[config.mk]
export PLATFORM = sky130hd
export DESIGN_NAME = alu_exec_pipe
export DESIGN_NICKNAME = d
export VERILOG_FILES = /design/src/rtl/alu_exec_pipe.sv
export SDC_FILE = /design/constraint.sdc
export NUM_CORES = 1
export LEC_CHECK = 0
export CAP_MARGIN = 10
export CORE_AREA = 8 8 189 119
export CTS_BUF_LIST = sky130_fd_sc_hd__clkbuf_16
export CTS_CLUSTER_DIAMETER = 120
export DETAILED_ROUTE_END_ITERATION = 10
export DIE_AREA = 0 0 197 127
export MAX_ROUTING_LAYER = met4
export PLACE_DENSITY = 0.86
export SLEW_MARGIN = 20
export SYNTH_ARGS = -nofsm -noshare
export SYNTH_HDL_FRONTEND = slang
export SYNTH_SLANG_ARGS = --single-unit
export TNS_END_PERCENT = 30
[constraint.sdc]
create_clock -name clk -period 1.9 [get_ports clk]
set_input_delay 0.285 -clock clk [delete_from_list [all_inputs] [get_ports clk]]
set_output_delay 0.285 -clock clk [all_outputs]
set_load 0.005 [all_outputs]
[src/rtl/alu_exec_pipe.sv]
// Execute pipeline: ID/EX and EX/MEM registers around an external combinational ALU,
// with operand forwarding and valid/ready handshakes toward decode and memory.
module alu_exec_pipe #(
  parameter int XLEN = 32,
  parameter int RA_W = 5
) (
  input  logic            clk,
  input  logic            rst_n,
  input  logic            flush,
  input  logic            id_valid,
  output logic            id_ready,
  input  logic [2:0]      id_ctrl,
  input  logic [RA_W-1:0] id_rs1,
  input  logic [RA_W-1:0] id_rs2,
  input  logic [XLEN-1:0] id_rs1_val,
  input  logic [XLEN-1:0] id_rs2_val,
  input  logic [XLEN-1:0] id_imm,
  input  logic            id_use_imm,
  input  logic [RA_W-1:0] id_rd,
  input  logic            id_rd_we,
  input  logic            wb_we,
  input  logic [RA_W-1:0] wb_rd,
  input  logic [XLEN-1:0] wb_val,
  output logic [XLEN-1:0] alu_a,
  output logic [XLEN-1:0] alu_b,
  output logic [2:0]      alu_ctrl,
  input  logic [XLEN-1:0] alu_c,
  input  logic            alu_cout,
  output logic            ex_valid,
  input  logic            ex_ready,
  output logic [XLEN-1:0] ex_result,
  output logic            ex_cout,
  output logic [RA_W-1:0] ex_rd,
  output logic            ex_rd_we
);

  logic            v1, we1;
  logic [2:0]      ctrl1;
  logic [XLEN-1:0] a1, b1;
  logic [RA_W-1:0] rd1;
  logic            v2, cout2, we2;
  logic [XLEN-1:0] res2;
  logic [RA_W-1:0] rd2;
  logic            en1, en2, accept, cout_keep;
  logic [XLEN-1:0] op_a, op_b;

  // Youngest producer wins: the S1 entry's result is still on the ALU output this cycle.
  function automatic logic [XLEN-1:0] fwd_operand(input logic [RA_W-1:0] rs,
                                                  input logic [XLEN-1:0] rf_val);
    if (rs == '0)                    return rf_val;
    else if (v1 && we1 && rd1 == rs) return alu_c;
    else if (v2 && we2 && rd2 == rs) return res2;
    else if (wb_we && wb_rd == rs)   return wb_val;
    else                             return rf_val;
  endfunction

  always_comb begin
    en2      = !v2 || ex_ready;
    en1      = !v1 || en2;
    id_ready = en1 && !flush;
    accept   = id_valid && id_ready;
    op_a     = fwd_operand(id_rs1, id_rs1_val);
    op_b     = id_use_imm ? id_imm : fwd_operand(id_rs2, id_rs2_val);
  end

  // The ALU leaves carry undriven for logic and compare operations.
  always_comb begin
    cout_keep = 1'b0;
    case (ctrl1)
      3'b000, 3'b001, 3'b111: cout_keep = alu_cout;
      default:                cout_keep = 1'b0;
    endcase
  end

  always_ff @(posedge clk or negedge rst_n) begin
    if (!rst_n) begin
      v1    <= 1'b0;
      ctrl1 <= '0;
      a1    <= '0;
      b1    <= '0;
      rd1   <= '0;
      we1   <= 1'b0;
    end else if (accept) begin
      v1    <= 1'b1;
      ctrl1 <= id_ctrl;
      a1    <= op_a;
      b1    <= op_b;
      rd1   <= id_rd;
      we1   <= id_rd_we;
    end else if (en1 || flush) begin
      v1    <= 1'b0;
    end
  end

  // A flushed S1 entry must not advance into S2 even when S2 is free.
  always_ff @(posedge clk or negedge rst_n) begin
    if (!rst_n) begin
      v2    <= 1'b0;
      res2  <= '0;
      cout2 <= 1'b0;
      rd2   <= '0;
      we2   <= 1'b0;
    end else if (en2) begin
      v2 <= v1 && !flush;
      if (v1 && !flush) begin
        res2  <= alu_c;
        cout2 <= cout_keep;
        rd2   <= rd1;
        we2   <= we1;
      end
    end
  end

  assign alu_a     = a1;
  assign alu_b     = b1;
  assign alu_ctrl  = ctrl1;
  assign ex_valid  = v2;
  assign ex_result = res2;
  assign ex_cout   = cout2;
  assign ex_rd     = rd2;
  assign ex_rd_we  = we2;

endmodule
==> results of run 1 <==
power groups by stage:
stage | sequential, mW | combinational [mW] | clock [mW]
2_1_floorplan | 3.14 | 1.05 | 0
3_3_place_gp | 3.18 | 2.81 | 0
3_5_place_dp | 3.19 | 2.87 | 0
4_1_cts | 3.16 | 2.92 | 2.99
5_1_grt | 3.22 | 3.26 | 3.11
6_report | 3.18 | 3.09 | 2.97
state kept, by name, indices dropped and copies added, names as in the netlist:
| name | cells |
|---|---|
| alu_ctrl | 3 |
| rd1 | 5 |
| ex_rd_we | 1 |
| v1 | 1 |
| alu_a | 32 |
| ex_valid | 1 |
| ex_cout | 1 |
| alu_b | 32 |
| we1 | 1 |
| ex_result | 32 |
| ex_rd | 5 |
layout make-up:
| class | count | area share |
|---|---|---|
| Sequential cell | 114 | 0.219 |
| Clock buffer | 17 | 0.0326 |
| Timing Repair Buffer | 407 | 0.334 |
| Inverter | 35 | 0.0101 |
| Multi-Input combinational cell | 643 | 0.371 |
| Clock inverter | 15 | 0.00795 |
| Tap cell | 273 | 0.0261 |
how the worst max path moves through the flow:
stage                          from         to  slack (ns)  cells past startpoint
after global placement    id_rs2[1]  alu_b[10]       -0.51                      7
after CTS                 id_rs2[0]  alu_b[31]       -0.05                      8
after global routing         rd1[4]   alu_a[3]       -0.08                      8
after floorplan            ex_valid  alu_a[28]        0.07                      8
after detailed placement  id_rs2[2]  alu_b[17]       -0.64                      7
final                        rd1[4]   alu_a[3]       -0.03                      8
placed cells by master, fill, tap and decap left out, drive strengths merged, types with 32 or more instances in the layout:
| cell | count |
|---|---|
| buf | 102 |
| nand2b | 62 |
| or3 | 32 |
| mux2 | 60 |
| nand2 | 71 |
| and3 | 33 |
| a21oi | 51 |
| a211oi | 55 |
| dfrtp | 114 |
| clkdlybuf4s50 | 289 |
| inv | 38 |
kinds of logic (layout without fill, tap and decap cells):
| logic type | Yosys count | count (layout) | synth area share |
|---|---|---|---|
| AO/OA/AOI/OAI | 283 | 284 | 0.266 |
| XOR/XNOR | 30 | 30 | 0.0340 |
| buffers and inverters | 113 | 474 | 0.0702 |
| flip-flops | 114 | 114 | 0.359 |
| multiplexers | 60 | 60 | 0.0849 |
| AND/OR/NAND/NOR | 269 | 269 | 0.187 |
stage by stage:
step	hold WS (ns)	setup TNS [ns]	utilization
2_1_floorplan	-0.0106	0	-
3_3_place_gp	0.218	-28.75	0.602
3_5_place_dp	0.214	-33.32	0.602
4_1_cts	0.320	-0.0822	0.636
5_1_grt	0.359	-1.73	0.666
6_report	0.338	-0.0737	0.666
timing repair:
action / 4_1_cts / 5_1_grt
gates resized for setup: 19 / 59
endpoints found under the hold margin: 20 / 0
endpoints found under the setup margin: 53 / 65
buffers inserted: 4 / 15
pin swaps: 4 / 14
cloned: 2 / 8
hold buffers: 1 / 0
critical path, cell delays in order (launching register included):
cell and delay [ns]:
dfrtp_2 0.45, xor2_1 0.16, nor4_2 0.31, buf_4 0.16, nand4_1 0.11, buf_4 0.18, clkbuf_16 0.20, o2111ai_1 0.09
o22ai_1 0.11
metal layers:
metal,vias to the layer above,global-route usage,part of all wire
li1,4001,-,-
met2,815,0.443,0.44
met1,4531,0.391,0.40
met5,-,-,0
met4,0,0.0978,0.026
met3,108,0.0876,0.13
==> results.md, run 1 <==
* Hold Fails Final Rpt at 0
* Final period demand of the worst path at 1.93 ns
* Yosys Warn Count at 0
* Chip height at 127 um
* Crit start category: flip-flop
* Pint at 6.36 mW
* Cell count after synthesis at approximately 870
* Sequential fraction of the synthesis area at 0.359
* Die width at slightly below 200 um
* Setup ws final at -0.0263 ns
* Net Count, Synth at about 1.1k
* Setup Skew at about 0.012 ns
* Avg WL per Cell at roughly 27 um
* Initial drt markers at 1394
* Inst Count DP at 1442
* Mapped cell area at approximately 8000 um2
* Run status: finished, violations left
* Switching share of power at 0.311
* Full die area at 25000 um2
* Core Rows at 40
* Setup WS pre-CTS at -0.640 ns
* Slew Limit Fails at 0
* Leakage power at 5.40 nW
* First-pass GRT wire length at 56600 um
* Placed Area at ~12000 um2
* Register Area at roughly 2900 um2
* Fraction of the cycle the final worst path needs at 1.01
* R2R setup slack at -0.03 ns
* WL final at about 40000 um
* Setup CP Type: reg -> reg
* CTS tree: yes
* PD cells at roughly 710 nW/um2
* Vias at roughly 9.5k
* Worst-Margin Slew at 0.360 ns
* Synth area leaders: dfrtp_1 (36%), mux2_2 (8.5%), a211oi_1 (5.1%)
* Syn Area/Cell at around 9 um2
* Core area at between 15000 and 20000 um2
* PortBufs at approximately 300
* DRT Pass-1 Iters at 5
* Grt ovf at 0
* Post-synth top area cell: dfrtp_1
* Unrepaired setup endpoints after global routing: yes
* Post-synth top area share at 0.359
* Layout Area Growth over Synthesis at 64.3%
* Worst r2r dst: alu_a[3]
* Distinct cells, synth at between 40 and 50
* CP Max Fanout at 16
* GRT Util Overall at 0.300
* Sequential share of power at 0.344
* Nets at 1410
* Longest Clk Path Bufs at 2
* Worst R2R Start: rd1[4]
* Most common cell in the netlist: dfrtp_1
* Fin area at 13100 um2
* Ys async rst share at 1.00
* Filler instances at 1533
* Crit end category: flip-flop
* Most frequent cells after synthesis: dfrtp_1 (114), nand2_1 (67), nand2b_1 (62)
* Worst hold path class: in -> async
* Overall Power at 9.24 mW
* VDD IR max at ~0.00058 V
* Inserted Clock Buffers at 17
* Sw Pwr at 2.88 mW
* Clock power share at 0.321
* Clock Tree Root: clkbuf_16
* Post-route ant nets at 0
* Vias in the first global route at 9455
* Layout cells sized above 1 at 0.210
* Maxcap violations at 0
* Post-Layout Cell Count at between 1.5k and 2k
* GPL Wtd Cong at ~0.98
* Via density at around 6.3
* # IOs at 300
* Multi-input logic area at roughly 4800 um2
* Starting Density at 0.405
* WP data arrival at about 2.2 ns
* Largest net degree at the start of global routing at 49
* Initial antenna violation count at 0
* Comb pwr share at 0.334
* FF-to-FF path depth at 8
* WP data required at around 2.2 ns
* Diode count at 0
* Number of enable flip-flop cells after synthesis at 0
* CTS clk-pin slew, worst paths at about 0.06 ns
* Detailed-route DRC error count at 0
* Setup violations, final at 5
* Hpwl dp at 26700 um
* Slew margin rel. at 0.759
* Seq cells post-synth at between 100 and 150
* Worst-skew pair later-pin latency at 0.42 ns
* H-tree levels at 4
* Synth Flop Type: dfrtp_1
* Sink Count at 114
* Failing checks: negative setup slack
* Max Clk Rate at 0.519 GHz
Note: power is estimated with default switching activity, not from simulation.
==> run 2: changes to the inputs <==
--- a/config.mk
+++ b/config.mk
@@ -8,9 +8,9 @@
 export CAP_MARGIN = 10
 export CORE_AREA = 8 8 189 119
 export CTS_BUF_LIST = sky130_fd_sc_hd__clkbuf_16
-export CTS_CLUSTER_DIAMETER = 120
 export DETAILED_ROUTE_END_ITERATION = 10
 export DIE_AREA = 0 0 197 127
+export HOLD_SLACK_MARGIN = 0.02
 export MAX_ROUTING_LAYER = met4
 export PLACE_DENSITY = 0.86
 export SLEW_MARGIN = 20
==> results of run 2 <==
The final DEF is identical to that of run 1; final timing and power are the same.
